[config.mk]
export PLATFORM = sky130hd
export DESIGN_NAME = mac_seq_ctrl_flat
export DESIGN_NICKNAME = d
export VERILOG_FILES = /design/src/rtl/mac_seq_ctrl_if.sv /design/src/rtl/mac_seq_ctrl.sv /design/src/flat_wrapper.sv
export SDC_FILE = /design/constraint.sdc
export NUM_CORES = 1
export LEC_CHECK = 0
export BUFFER_PORTS_ARGS = -buffer_cell sky130_fd_sc_hd__buf_2
export CELL_PAD_IN_SITES_DETAIL_PLACEMENT = 1
export CELL_PAD_IN_SITES_GLOBAL_PLACEMENT = 1
export CORE_MARGIN = 2
export CORE_UTILIZATION = 40
export DETAILED_ROUTE_END_ITERATION = 8
export GPL_ROUTABILITY_DRIVEN = 0
export GPL_TIMING_DRIVEN = 0
export PLACE_DENSITY_LB_ADDON = 0.1
export SYNTH_ARGS = -nofsm -noshare
export SYNTH_HDL_FRONTEND = slang
export SYNTH_SLANG_ARGS = --single-unit
[constraint.sdc]
create_clock -name clk -period 13.1 [get_ports clk]
set_input_delay 2.62 -clock clk [delete_from_list [all_inputs] [get_ports clk]]
set_output_delay 2.62 -clock clk [all_outputs]
set_load 0.02 [all_outputs]
[src/rtl/mac_seq_ctrl_if.sv]
// Job command, operand stream, MAC slice and result signals of the MAC sequencer.
// master = job source / MAC slice side, slave = mac_seq_ctrl.
interface mac_seq_ctrl_if #(
  parameter int LEN_W = 10
);
  logic                    cmd_valid;
  logic                    cmd_ready;
  logic        [LEN_W-1:0] cmd_len;
  logic signed [47:0]      cmd_bias;
  logic                    s_valid;
  logic                    s_ready;
  logic signed [17:0]      s_x;
  logic signed [17:0]      s_y;
  logic signed [17:0]      dsp_x;
  logic signed [17:0]      dsp_y;
  logic signed [47:0]      dsp_c;
  logic                    dsp_sel;
  logic signed [47:0]      dsp_acc;
  logic                    m_valid;
  logic                    m_ready;
  logic signed [47:0]      m_data;
  logic                    busy;

  modport master (
    output cmd_valid, cmd_len, cmd_bias, s_valid, s_x, s_y, dsp_acc, m_ready,
    input  cmd_ready, s_ready, dsp_x, dsp_y, dsp_c, dsp_sel, m_valid, m_data, busy
  );

  modport slave (
    input  cmd_valid, cmd_len, cmd_bias, s_valid, s_x, s_y, dsp_acc, m_ready,
    output cmd_ready, s_ready, dsp_x, dsp_y, dsp_c, dsp_sel, m_valid, m_data, busy
  );
endinterface

[src/rtl/mac_seq_ctrl.sv]
// Sequencer for the 18x18+48 MAC slice: streams operand pairs, computes bias + sum(x*y),
// and returns the drained accumulator on a valid/ready result port.
//
// state  | meaning
// IDLE   | waiting for a job command
// STREAM | accepting operand pairs, zero pairs on stalls
// DRAIN  | waiting for the last pair to reach the accumulator
// HOLD   | result presented until consumed
module mac_seq_ctrl #(
  parameter int LEN_W = 10
) (
  input logic           clk,
  input logic           rst,
  mac_seq_ctrl_if.slave bus
);
  typedef enum logic [1:0] {IDLE, STREAM, DRAIN, HOLD} state_t;

  state_t                  state_q, state_d;
  logic        [LEN_W-1:0] len_q, len_d;
  logic        [LEN_W-1:0] cnt_q, cnt_d;
  logic                    inject_q, inject_d;
  logic signed [17:0]      dsp_x_q, dsp_x_d;
  logic signed [17:0]      dsp_y_q, dsp_y_d;
  logic signed [47:0]      dsp_c_q, dsp_c_d;
  logic signed [47:0]      m_data_q, m_data_d;
  logic                    m_valid_q, m_valid_d;
  logic                    first0_q, first0_d;
  logic                    last0_q, last0_d;
  logic                    last1_q, last2_q, dsp_sel_q;
  logic                    cmd_fire, s_fire;

  assign bus.cmd_ready = (state_q == IDLE) && !rst;
  assign bus.s_ready   = (state_q == STREAM);
  assign bus.busy      = (state_q != IDLE);
  assign bus.dsp_x     = dsp_x_q;
  assign bus.dsp_y     = dsp_y_q;
  assign bus.dsp_c     = dsp_c_q;
  assign bus.dsp_sel   = dsp_sel_q;
  assign bus.m_valid   = m_valid_q;
  assign bus.m_data    = m_data_q;

  assign cmd_fire = bus.cmd_valid && bus.cmd_ready;
  assign s_fire   = bus.s_valid && bus.s_ready;

  always_comb begin
    state_d   = state_q;
    len_d     = len_q;
    cnt_d     = cnt_q;
    inject_d  = inject_q;
    dsp_x_d   = '0;
    dsp_y_d   = '0;
    dsp_c_d   = dsp_c_q;
    first0_d  = 1'b0;
    last0_d   = 1'b0;
    m_data_d  = m_data_q;
    m_valid_d = m_valid_q;
    unique case (state_q)
      IDLE: begin
        if (cmd_fire) begin
          len_d    = bus.cmd_len;
          dsp_c_d  = bus.cmd_bias;
          cnt_d    = '0;
          inject_d = (bus.cmd_len == '0);
          state_d  = (bus.cmd_len == '0) ? DRAIN : STREAM;
        end
      end
      STREAM: begin
        if (s_fire) begin
          dsp_x_d  = bus.s_x;
          dsp_y_d  = bus.s_y;
          cnt_d    = cnt_q + LEN_W'(1);
          first0_d = (cnt_q == '0);
          last0_d  = (cnt_q == len_q - LEN_W'(1));
          if (last0_d) state_d = DRAIN;
        end
      end
      DRAIN: begin
        // an empty job still needs one tagged zero pair so dsp_sel loads the bias
        if (inject_q) begin
          first0_d = 1'b1;
          last0_d  = 1'b1;
          inject_d = 1'b0;
        end
        if (last2_q) begin
          m_data_d  = bus.dsp_acc;
          m_valid_d = 1'b1;
          state_d   = HOLD;
        end
      end
      HOLD: begin
        if (bus.m_ready) begin
          m_valid_d = 1'b0;
          state_d   = IDLE;
        end
      end
      default: state_d = IDLE;
    endcase
  end

  always_ff @(posedge clk or posedge rst) begin
    if (rst) begin
      state_q   <= IDLE;
      len_q     <= '0;
      cnt_q     <= '0;
      inject_q  <= 1'b0;
      dsp_x_q   <= '0;
      dsp_y_q   <= '0;
      dsp_c_q   <= '0;
      m_data_q  <= '0;
      m_valid_q <= 1'b0;
      first0_q  <= 1'b0;
      last0_q   <= 1'b0;
      last1_q   <= 1'b0;
      last2_q   <= 1'b0;
      dsp_sel_q <= 1'b0;
    end else begin
      state_q   <= state_d;
      len_q     <= len_d;
      cnt_q     <= cnt_d;
      inject_q  <= inject_d;
      dsp_x_q   <= dsp_x_d;
      dsp_y_q   <= dsp_y_d;
      dsp_c_q   <= dsp_c_d;
      m_data_q  <= m_data_d;
      m_valid_q <= m_valid_d;
      first0_q  <= first0_d;
      last0_q   <= last0_d;
      // tags follow the pair: product stage, then accumulator stage
      last1_q   <= last0_q;
      last2_q   <= last1_q;
      dsp_sel_q <= first0_q;
    end
  end
endmodule

[src/flat_wrapper.sv]
// flat-port wrapper written by rule: the top's interface ports become plain ports
module mac_seq_ctrl_flat 
#(
  parameter int LEN_W = 10
)
  (clk, rst, bus_cmd_valid, bus_cmd_len, bus_cmd_bias, bus_s_valid, bus_s_x, bus_s_y, bus_dsp_acc, bus_m_ready, bus_cmd_ready, bus_s_ready, bus_dsp_x, bus_dsp_y, bus_dsp_c, bus_dsp_sel, bus_m_valid, bus_m_data, bus_busy);
  mac_seq_ctrl_if #(.LEN_W(LEN_W)) bus_i ();
  input logic clk;
  input logic rst;
  input wire logic [$bits(bus_i.cmd_valid)-1:0] bus_cmd_valid;
  input wire logic [$bits(bus_i.cmd_len)-1:0] bus_cmd_len;
  input wire logic [$bits(bus_i.cmd_bias)-1:0] bus_cmd_bias;
  input wire logic [$bits(bus_i.s_valid)-1:0] bus_s_valid;
  input wire logic [$bits(bus_i.s_x)-1:0] bus_s_x;
  input wire logic [$bits(bus_i.s_y)-1:0] bus_s_y;
  input wire logic [$bits(bus_i.dsp_acc)-1:0] bus_dsp_acc;
  input wire logic [$bits(bus_i.m_ready)-1:0] bus_m_ready;
  output wire logic [$bits(bus_i.cmd_ready)-1:0] bus_cmd_ready;
  output wire logic [$bits(bus_i.s_ready)-1:0] bus_s_ready;
  output wire logic [$bits(bus_i.dsp_x)-1:0] bus_dsp_x;
  output wire logic [$bits(bus_i.dsp_y)-1:0] bus_dsp_y;
  output wire logic [$bits(bus_i.dsp_c)-1:0] bus_dsp_c;
  output wire logic [$bits(bus_i.dsp_sel)-1:0] bus_dsp_sel;
  output wire logic [$bits(bus_i.m_valid)-1:0] bus_m_valid;
  output wire logic [$bits(bus_i.m_data)-1:0] bus_m_data;
  output wire logic [$bits(bus_i.busy)-1:0] bus_busy;
  assign bus_i.cmd_valid = bus_cmd_valid;
  assign bus_i.cmd_len = bus_cmd_len;
  assign bus_i.cmd_bias = bus_cmd_bias;
  assign bus_i.s_valid = bus_s_valid;
  assign bus_i.s_x = bus_s_x;
  assign bus_i.s_y = bus_s_y;
  assign bus_i.dsp_acc = bus_dsp_acc;
  assign bus_i.m_ready = bus_m_ready;
  assign bus_cmd_ready = bus_i.cmd_ready;
  assign bus_s_ready = bus_i.s_ready;
  assign bus_dsp_x = bus_i.dsp_x;
  assign bus_dsp_y = bus_i.dsp_y;
  assign bus_dsp_c = bus_i.dsp_c;
  assign bus_dsp_sel = bus_i.dsp_sel;
  assign bus_m_valid = bus_i.m_valid;
  assign bus_m_data = bus_i.m_data;
  assign bus_busy = bus_i.busy;
  mac_seq_ctrl #(.LEN_W(LEN_W)) u_core (.clk(clk), .rst(rst), .bus(bus_i));
endmodule
# ---- Word-level counts from Yosys, hierarchy flattened
# Cells that the tools add are included.
dict set report classes {
  addsub 2
  muxes 24
  n_eq_ne 9
  reduce_logical 17
}
# operator count
set op_table {}
lappend op_table {{2-to-1 mux 18 bit} 4}
lappend op_table {{logical NOT 10 bit} 2}
lappend op_table {{2-to-1 mux 10 bit} 2}
lappend op_table {{one-hot mux 10 bit (2 select lines)} 1}
lappend op_table {{2-to-1 mux 2 bit} 6}
lappend op_table {{adder 10 x 1 -> 10 bit, second input constant} 1}
lappend op_table {{== test 10 bit} 1}
lappend op_table {{subtractor 10 x 1 -> 10 bit, second input constant} 1}
lappend op_table {{one-hot mux 1 bit (2 select lines)} 4}
lappend op_table {{one-hot mux 2 bit (4 select lines)} 1}
lappend op_table {{nonzero test 2 bit} 4}
lappend op_table {{2-to-1 mux 1 bit} 6}
lappend op_table {{inequality test 2 bit, second input constant} 3}
lappend op_table {{AND reduction 2 bit} 3}
lappend op_table {{AND reduction 3 bit} 2}
lappend op_table {{AND reduction 5 bit} 1}
lappend op_table {{== test 2 bit, second input constant} 2}
lappend op_table {{inequality test 2 x 1 -> 1 bit, second input constant} 2}
lappend op_table {{logical AND 1 bit} 3}
lappend op_table {{== test 2 x 1 -> 1 bit, second input constant} 1}
lappend op_table {{logical NOT 2 bit} 1}
lappend op_table {{logical NOT 1 bit} 1}
dict set report word_totals {
  elab_cells 66
  reg_bits 161
  in_bits 147
}

# ---- Longest topological paths before layout
# Gate-level depths: netlist (run 1).
dict set report depth {
  depth_word 5
  ltp_mapped 10
  ltp_nobuf 8
}

# ---- Worst setup path before layout (run 1)
# OpenSTA, ideal clock, no wires.
dict set report synth_timing {
  kind {in2reg}
  start {in rst}
  end {reg u_core.cnt_q[0]}
  stages 4
  required_ns 12.999
  setup_slack_ns 6.325
  setup_time_ns 0.101
  arrival_ns 6.674
  path_cell_list {inv_1 and3_1 nor3_1 nor4_1}
}
dict set report synth_between {
  elab_chain_cells 5
}
# item line
set synth_rtl {}
lappend synth_rtl {{start: declaration} flat_wrapper.sv:9} ;# input logic rst;
lappend synth_rtl {{logical NOT 1 bit} mac_seq_ctrl.sv:32} ;# assign bus.cmd_ready = (state_q == IDLE) && !rst;
lappend synth_rtl {{logical AND 1 bit} mac_seq_ctrl.sv:32}
lappend synth_rtl {{logical AND 1 bit} mac_seq_ctrl.sv:42} ;# assign cmd_fire = bus.cmd_valid && bus.cmd_ready;
lappend synth_rtl {{inequality test 2 x 1 -> 1 bit (no line)} n/a}
lappend synth_rtl {{AND reduction 3 bit (no line)} n/a}
lappend synth_rtl {{end signal: assignment} mac_seq_ctrl.sv:119} ;# cnt_q <= cnt_d;
lappend synth_rtl {{end: declaration} mac_seq_ctrl.sv:20} ;# logic [LEN_W-1:0] cnt_q, cnt_d;
# Every way passes these cells.
# A chain may end at the register's enable or synchronous reset.

# ---- Final worst setup path (run 1)
dict set report layout_timing {
  start {in rst}
  end {out bus_cmd_ready}
}
dict set report layout_between {
  elab_chain_cells 2
}
# item line
set layout_rtl {}
lappend layout_rtl {{logical NOT 1 bit} mac_seq_ctrl.sv:32}
lappend layout_rtl {{logical AND 1 bit} mac_seq_ctrl.sv:32}
lappend layout_rtl {{end: declaration} flat_wrapper.sv:18} ;# output wire logic [$bits(bus_i.cmd_ready)-1:0] bus_cmd_ready;
# Every way passes these cells.

==> impl_results.md, run 1 <==
- DP HPWL: 14.2 mm
- Required time of the worst setup path: 10.48 ns
- CP max stage delay: 0.17 ns
- Met2 wire length: 9.82 mm
- Slowest CP cell: buf_2
- Clock-pin slew on the worst setup and hold paths: 0.06 ns
- Number of global-route vias before repair: 5600
- Gate power share: 33.7%
- Min Hold Slack: 0.349 ns
- CORE AREA: 15900 sq um
- Postcts setup bufs: 0
- Dominant synthesized flop cell: dfrtp_1
- Met1 Routed Length: 6.92 mm
- Largest cells by area after synthesis: dfrtp_1, mux2_2, and3_1, ha_1, clkbuf_1
- Largest family of logic cells by synthesized area: multiplexers
- Switching share of power: 35.2%
- P_sw: 0.650 mW
- Synthesized area: 6530 sq um
- Outcome: finished, final reports clean
- Slew margin rel.: 23.6%
- Crit path DAT: 3.00 ns
- Total global routing overflow: 0
- Number of synthesized flops with an enable pin: 0
- CP max FO: 3
- Post-synthesis mux area share: 19.1%
- Pre-antenna DRT Iters: 4
- Synth-to-layout area growth: 35.8%
- CTS root buffer: clkbuf_16
- Synth Area in Adders: 1.53%
- Die span in y: 132 microns
- Starting Density: 41.0%
- Wire length after detailed routing: 18.6 mm
- CP cell instances: buf_2 > nor2_1 > buf_2
- # setup viols final: 0
- CTS tree: built
- Final min period: 5.62 ns
- Worst Hold Class: reg2reg
- DRC Markers: 0
- Rows: 46
- Final Hold Viols: 0
- Xor and xnor fraction of the mapped netlist area: 2.28%
- Synthesized instance count: 475
- Maximum clock insertion buffer count: 2
- Wire length per cell: 18.5 microns
- Die X: 132 microns
- Seq cells post-synth: 161
- Clk_skew: 0.00728 ns
- Drt via density: 4.96
- Nets: 933
- Leak: 4.58 nW
- Most frequent cell after synthesis: dfrtp_1
- Setup CP Type: in2out
- Total die area: 17400 sq um
- Vias: 5003
- H-tree levels: 4
- Async S/R FF share, synth: 100%
- Largest net degree at the start of global routing: 102
- Synth Area in Compound Gates: 3.77%
- Final ANT Viol Nets: 0
- First-pass GRT wire length: 30.3 mm
- CP Capture Type: output pin
- Commonest cells in the netlist: dfrtp_1, mux2_2, and3_1, clkbuf_1, nor2_1
- Synth area leader: dfrtp_1
- Initial antenna violation count: 4
- Clk pwr share: 28.2%
- Max Clk Rate: 0.178 GHz
- GRT Util Overall: 22.2%
- Post-CTS Resized: 0
- Syn avg cell area: 13.8 sq um
- CP dominant cell by count: buf_2
- Total Neg Setup Slack: 0 ns
- Fin. max-slew vios: 0
- WL met3: 1.39 mm
- Sequential power share: 38.1%
- Port bufs: 283
- RSZ-0062 raised after global routing: no
- Sequential area share after synthesis: 61.7%
- Uppermost layer routed: met4
- Max IR drop VDD: 113 uV
- Synth Net Count: 630
- Final critical-path share of the clock period: 42.9%
- Layout cells sized above 1: 54.3%
- CP Launch Type: input port
- CTS Sinks: 161
- Worst-skew pair later-pin latency: 0.42 ns
- Hold buffer count at CTS: 0
- Design area: 8880 sq um
- CTS Buf Count: 17
- Placed cell count: 975
- Max cap viols: 0
- IO Count: 284
- Synth cell types: 48
- Syn. warnings: 0
- Placed Area: 8250 sq um
- Iteration-0 DRC Markers: 175
- P per Cell Area: 208 nW/um^2
- Finished Layout Cells: 1009
- FILL cells: 1706
- Post-synthesis simple-gate area fraction: 9.73%
- Top-area cell type share of the netlist area: 61.7%
- Slew @ Worst Pin: 1.13 ns
- Internal power: 1.20 mW
## stage by stage
stage	total power, mW	worst slack (ns)	utilization, %
after floorplan	1.11	6.12	-
after global placement	1.30	4.50	51.6
after detailed placement	1.34	7.48	51.8
after CTS	1.87	7.48	55.6
after global routing	1.95	7.43	55.7
final	1.85	7.48	55.7
## power groups by stage
stage | logic (mW) | clock network [mW] | registers [mW]
finish | 0.622 | 0.522 | 0.705
global route | 0.674 | 0.552 | 0.723
CTS | 0.629 | 0.533 | 0.705
detailed placement | 0.625 | 0 | 0.712
global placement | 0.603 | 0 | 0.701
floorplan | 0.287 | 0 | 0.824
## sequential cells by signal (all words and copies together) (netlist names), 2 cells and up
name,count
u_core.cnt_q,10
u_core.bus.dsp_y,18
u_core.len_q,10
u_core.bus.dsp_x,18
u_core.bus.dsp_c,48
u_core.bus.m_data,48
u_core.state_q,2
## placed cells by master, fill, tap and decap left out, types with 8 or more instances in the layout
master and count:
mux2_2 107, dfrtp_1 161, and3_1 40, clkbuf_16 17, nor2_1 18, xor2_1 9, clkbuf_1 25, xnor2_1 8
buf_2 284, inv_1 8, nand2_1 15, ha_1 8
## per-layer routing
metal,GRT usage (%),vias up
li1,-,2283
met1,24.0,2484
met2,40.4,205
met3,7.11,31
met4,8.94,0
met5,0,-
## worst max-delay path, delay by kind of cell
family	cells	cell delay (ns)
buffers and inverters	2	0.30
AND/OR/NAND/NOR	1	0.08
## area by class of cell
| class | instances | area [sq um] | share of cell area (%) |
|---|---|---|---|
| clock buffer | 19 | 433 | 4.88 |
| tap | 216 | 270 | 3.04 |
| inverter | 9 | 38.8 | 0.437 |
| clock inverter | 12 | 183 | 2.06 |
| sequential | 161 | 4030 | 45.4 |
| multi-input combinational | 280 | 2380 | 26.8 |
| timing repair buffer | 284 | 1440 | 16.3 |
| buffer | 25 | 95.1 | 1.07 |
| antenna | 3 | 7.51 | 0.0846 |
## logic make-up (layout without fill, tap and decap cells)
group	count (synthesis)	after routing
XOR/XNOR	17	17
multiplexers	111	111
AND/OR/NAND/NOR	113	113
AO/OA/AOI/OAI	31	31
adder cells (fa/ha/maj)	8	8
other	0	3
buffers and inverters	34	349
flip-flops	161	161
## final timing paths
check / start / slack (ns) / end / cells after the start
setup / recovery: rst / 7.48 / bus_cmd_ready / 3
hold / removal: u_core.first0_q / 0.35 / u_core.bus.dsp_sel / 0
setup reg to reg: u_core.len_q[0] / 10.25 / u_core.state_q[0] / 7
hold reg to reg: u_core.first0_q / 0.35 / u_core.bus.dsp_sel / 0
max in group asynchronous: rst / 9.91 / u_core.bus.m_data[21] / 3
min in group asynchronous: rst / 2.27 / u_core.bus.dsp_x[8] / 2
No activity file was read; power rests on OpenSTA's default activity.
==> run 2, diff against run 1 <==
CORE_UTILIZATION = 33   (was 40)
clock period = 5.1 ns   (was 13.1 ns; I/O delays follow)
==> impl_results.md, run 2 (synthesized netlist as in run 1, its figures left out) <==
- Outcome: finished, final reports clean
- CTS Buf Count: 17
- Port bufs: 283
- Clk_skew: 0.00658 ns
- P_sw: 1.66 mW
- Rows: 51
- CTS Sinks: 161
- Clock-pin slew on the worst setup and hold paths: 0.06 ns
- Total global routing overflow: 0
- Hold buffer count at CTS: 0
- Final ANT Viol Nets: 0
- Total die area: 20900 sq um
- Required time of the worst setup path: 4.08 ns
- CORE AREA: 19500 sq um
- Initial antenna violation count: 2
- Sequential power share: 37.6%
- Synth-to-layout area growth: 38.0%
- Most frequent cells in the layout: buf_2, dfrtp_1, mux2_2, and3_1, clkbuf_1
- Pre-antenna DRT Iters: 4
- Vias: 4954
- Max cap viols: 0
- Starting Density: 33.6%
- Largest net degree at the start of global routing: 44
- Hold path depth: 0
- Reg2Reg Depth: 7
- Layout cells sized above 1: 54.7%
- Worst-skew pair later-pin latency: 0.42 ns
- RSZ-0062 raised after global routing: no
- Slew margin rel.: 33.9%
- Commonest non-fill, non-tap cell in the layout: buf_2
- IO Count: 284
- Max IR drop VDD: 270 uV
- Crit path DAT: 1.71 ns
- Total Neg Setup Slack: 0 ns
- First-pass GRT wire length: 27.2 mm
- Iteration-0 DRC Markers: 112
- Max Clk Rate: 0.366 GHz
- Nets: 936
- Wire length after detailed routing: 18.2 mm
- DRC Markers: 0
- Internal power: 3.14 mW
- Die X: 145 microns
- GRT Util Overall: 17.1%
- Maximum clock insertion buffer count: 2
- CP max FO: 9
- Leak: 4.62 nW
- Post-CTS Resized: 0
- Final critical-path share of the clock period: 53.6%
- Clk pwr share: 29.4%
- Gate power share: 33.0%
- CTS root buffer: clkbuf_16
- P per Cell Area: 533 nW/um^2
- Final Hold Viols: 0
- FILL cells: 2152
- CP Launch Type: flip-flop
- DP HPWL: 14.3 mm
- Core Util, Final: 46.3%
- Setup CP Type: reg2out
- Die span in y: 145 microns
- Slew @ Worst Pin: 0.983 ns
- H-tree levels: 4
- Number of global-route vias before repair: 5223
- CTS tree: built
- CP Capture Type: output pin
- # setup viols final: 0
- Drt via density: 4.68
- Switching share of power: 34.6%
- Fin. max-slew vios: 0
- Wire length per cell: 17.2 microns
- Worst Hold Class: reg2reg
- Final min period: 2.73 ns
- Postcts setup bufs: 0
run 2: changes by cell type in the layout (fill, tap and decap cells not counted), sizes merged:
cell / previous run / this run
clkinv: 3 / 5
diode: 3 / 1
inv: 12 / 10
buf: 286 / 289
clkinvlp: 2 / 1
bufinv: 4 / 5
clkbuf: 42 / 41
run 2: worst max-delay path, cell delays in order (launching register included):
cell and delay, ns:
dfrtp_1 0.44, inv_1 0.14, ha_1 0.15, buf_2 0.20, inv_1 0.10, nor2_1 0.10, buf_2 0.16
run 2: cell type report:
cell class / count / area [sq um] / area share [%]
Buffer: 25 / 95.1 / 1.05
Clock buffer: 18 / 439 / 4.87
Clock inverter: 12 / 206 / 2.29
Antenna cell: 1 / 2.50 / 0.0278
Sequential cell: 161 / 4030 / 44.7
Inverter: 9 / 37.5 / 0.416
Multi-Input combinational cell: 280 / 2380 / 26.4
Tap cell: 265 / 332 / 3.68
Timing Repair Buffer: 287 / 1500 / 16.6
run 2: metal layers:
layer | GRT usage, % | vias to the layer above | wire length, microns
li1 | - | 2288 | -
met1 | 19.4 | 2454 | 7010
met2 | 30.4 | 190 | 9350
met3 | 5.43 | 22 | 1550
met4 | 6.29 | 0 | 337
met5 | 0 | - | 0
run 2: power groups by stage:
stage          logic [mW]  clock network [mW]  registers [mW]
2_1_floorplan       0.737                   0            2.12
3_3_place_gp         1.56                   0            1.81
5_1_grt              1.73                1.50            1.86
3_5_place_dp         1.61                   0            1.83
6_report             1.59                1.41            1.80
4_1_cts              1.62                1.45            1.81
run 2: worst paths after layout:
path                                   start                    end  slack [ns]
min reg2reg                  u_core.first0_q     u_core.bus.dsp_sel        0.35
min in group asynchronous                rst   u_core.bus.dsp_x[10]        0.60
max                        u_core.state_q[1]          bus_cmd_ready        2.37
max reg2reg                  u_core.len_q[0]      u_core.state_q[0]        2.40
min                          u_core.first0_q     u_core.bus.dsp_sel        0.35
max in group asynchronous                rst  u_core.bus.m_data[31]        3.45
run 2: through the flow:
stage | instances | cell area [sq um] | hold slack [ns] | setup WS (ns) | power [mW]
floorplan | 475 | 6540 | 0.331 | 0.847 | 2.85
global placement | 1023 | 8290 | 0.332 | -0.445 | 3.37
detailed placement | 1027 | 8370 | 0.337 | 2.17 | 3.44
CTS | 1057 | 9010 | 0.352 | 2.34 | 4.87
global route | 1058 | 9010 | 0.363 | 2.14 | 5.09
finish | 1058 | 9010 | 0.348 | 2.37 | 4.80
==> run 3, diff against run 2 <==
ABC_AREA = 1   (was not set)
CORE_UTILIZATION = 31   (was 33)
clock period = 2.2 ns   (was 5.1 ns; I/O delays follow)
==> impl_results.md, run 3 <==
- Outcome: finished, final reports clean
- Wire length after detailed routing: 19.2 mm
- Switching share of power: 38.3%
- Total global routing overflow: 0
- Commonest non-fill, non-tap cell in the layout: buf_2
- CP max FO: 4
- Internal power: 6.69 mW
- DP HPWL: 15.0 mm
- Clk_skew: 0.0142 ns
- Pre-antenna DRT Iters: 4
- Final Total Pwr: 10.8 mW
- Most frequent cell after synthesis: nand2_1
- DRC Markers: 0
- Sequential power share: 37.7%
- Max Clk Rate: 0.499 GHz
- CTS Sinks: 161
- Synth cell types: 33
- Setup slack, reg-to-reg: 0.21 ns
- Crit path DAT: 1.56 ns
- Final critical-path share of the clock period: 91.1%
- Slowest CP cell: dfrtp_1
- Async S/R FF share, synth: 100%
- Sequential area share after synthesis: 61.4%
- CORE AREA: 20900 sq um
- Gate power share: 33.2%
- Hold buffer count at CTS: 0
- CP cell instances: inv_1 > ha_2 > inv_2 > nor2_4 > buf_2
- Syn avg cell area: 9.88 sq um
- Max cap viols: 0
- Rows: 53
- Family with the most delay on the worst path: flip-flops
- Port bufs: 283
- Synthesized area: 6560 sq um
- Clk pwr share: 29.1%
- Iteration-0 DRC Markers: 176
- First-pass GRT wire length: 30.2 mm
- P per Cell Area: 1200 nW/um^2
- Final min period: 2.00 ns
- Final Hold Viols: 0
- # setup viols final: 0
- Final ANT Viol Nets: 0
- GRT Util Overall: 17.6%
- Setup CP Type: reg2out
- Max IR drop VDD: 520 uV
- Syn. warnings: 0
- Total die area: 22300 sq um
- Postcts setup bufs: 0
- Nets: 1125
- Seq cells post-synth: 161
- CTS tree: built
- Die X: 149 microns
- Vias: 5490
- Layout cells sized above 1: 39.5%
- Core Util, Final: 43.3%
- Initial antenna violation count: 3
- H-tree levels: 4
- Wire length per cell: 15.3 microns
- Number of synthesized flops with an enable pin: 0
- WP buf/inv: 3
- Synth Net Count: 819
- Die span in y: 149 microns
- CP Capture Type: output pin
- Leak: 5.08 nW
- CTS root buffer: clkbuf_16
- CP Launch Type: flip-flop
- P_sw: 4.14 mW
- Maximum clock insertion buffer count: 2
- Worst Hold Class: in2async
- Top-area cell type share of the netlist area: 61.4%
- Required time of the worst setup path: 1.76 ns
- Slew margin rel.: 58.1%
- Synth-to-layout area growth: 37.9%
- Slew @ Worst Pin: 0.628 ns
- Commonest cells in the netlist: nand2_1, dfrtp_1, inv_1, nor2_1, mux2_2
- CTS Buf Count: 17
- Clock-pin slew on the worst setup and hold paths: 0.06 ns
- CP max stage delay: 0.42 ns
- Starting Density: 31.4%
- Synthesized instance count: 664
- Drt via density: 4.36
- Number of global-route vias before repair: 5744
- IO Count: 284
- Fin. max-slew vios: 0
- Largest cells by area after synthesis: dfrtp_1, nand2_1, mux2_2, inv_1, nor2_1
- Largest net degree at the start of global routing: 38
- Dominant synthesized flop cell: dfrtp_1
- Most frequent cells in the layout: buf_2, nand2_1, dfrtp_1, inv_1, nor2_1
- Worst-skew pair later-pin latency: 0.43 ns
- Synth area leader: dfrtp_1
-- run 3: layer usage --
layer / vias up / GRT usage [%] / wire, microns
met5: - / 0 / 16
met4: 2 / 4.71 / 270
met3: 22 / 8.57 / 1920
met2: 176 / 29.2 / 9410
met1: 2629 / 20.2 / 7600
li1: 2661 / - / -
-- run 3: layout make-up --
type                            count  area (sq um)
Clock inverter                     14           194
Tap cell                          275           344
Buffer                             20          81.3
Multi-Input combinational cell    403          2160
Timing Repair Buffer              287          1500
Antenna cell                        2          5.00
Sequential cell                   161          4030
Clock buffer                       18           429
Inverter                           80           305
Fill cell                        2509         11800
-- run 3: what timing repair did --
action,4_1_cts,5_1_grt
endpoints found under the hold margin,0,0
gates resized for setup,0,4
endpoints found under the setup margin,0,6
-- run 3: logic make-up after synthesis --
group	after synthesis	share of synthesized area, %
xor gates and xnor gates	8	1.07
AOI/OAI and AO/OA	32	2.73
muxes	48	8.24
and+or+nand+nor	307	19.2
DFF	161	61.4
buffers and inverters	100	5.84
adders and majority gates	8	1.53
-- run 3: stage by stage --
| step | setup slack (ns) | cell area [sq um] | hold WS (ns) | std cells | TNS [ns] |
|---|---|---|---|---|---|
| finish | 0.196 | 9040 | 0.121 | 1260 | 0 |
| global placement | -1.62 | 8320 | 0.332 | 1222 | -258.66 |
| CTS | 0.122 | 9020 | 0.130 | 1258 | 0 |
| global route | -0.0119 | 9040 | 0.155 | 1260 | -0.0235 |
| detailed placement | 0.118 | 8400 | 0.337 | 1226 | 0 |
| floorplan | -0.283 | 6560 | 0.331 | 664 | -45.54 |
-- run 3: worst paths after layout --
kind | start | end | depth (start not counted)
max | u_core.state_q[0] | bus_cmd_ready | 5
min | rst | u_core.bus.m_data[3] | 2
max reg2reg | u_core.state_q[0] | u_core.cnt_q[7] | 12
min reg2reg | u_core.first0_q | u_core.bus.dsp_sel | 0
max in group asynchronous | rst | u_core.bus.dsp_c[6] | 4
min in group clk | bus_cmd_bias[33] | u_core.bus.dsp_c[33] | 3
-- run 3: power groups by stage --
stage          clock, mW  sequential [mW]  combinational, mW
3_5_place_dp           0             4.11               3.65
2_1_floorplan          0             4.80               1.58
4_1_cts             3.26             4.09               3.66
6_report            3.15             4.08               3.60
5_1_grt             3.38             4.18               4.05
3_3_place_gp           0             4.11               3.58
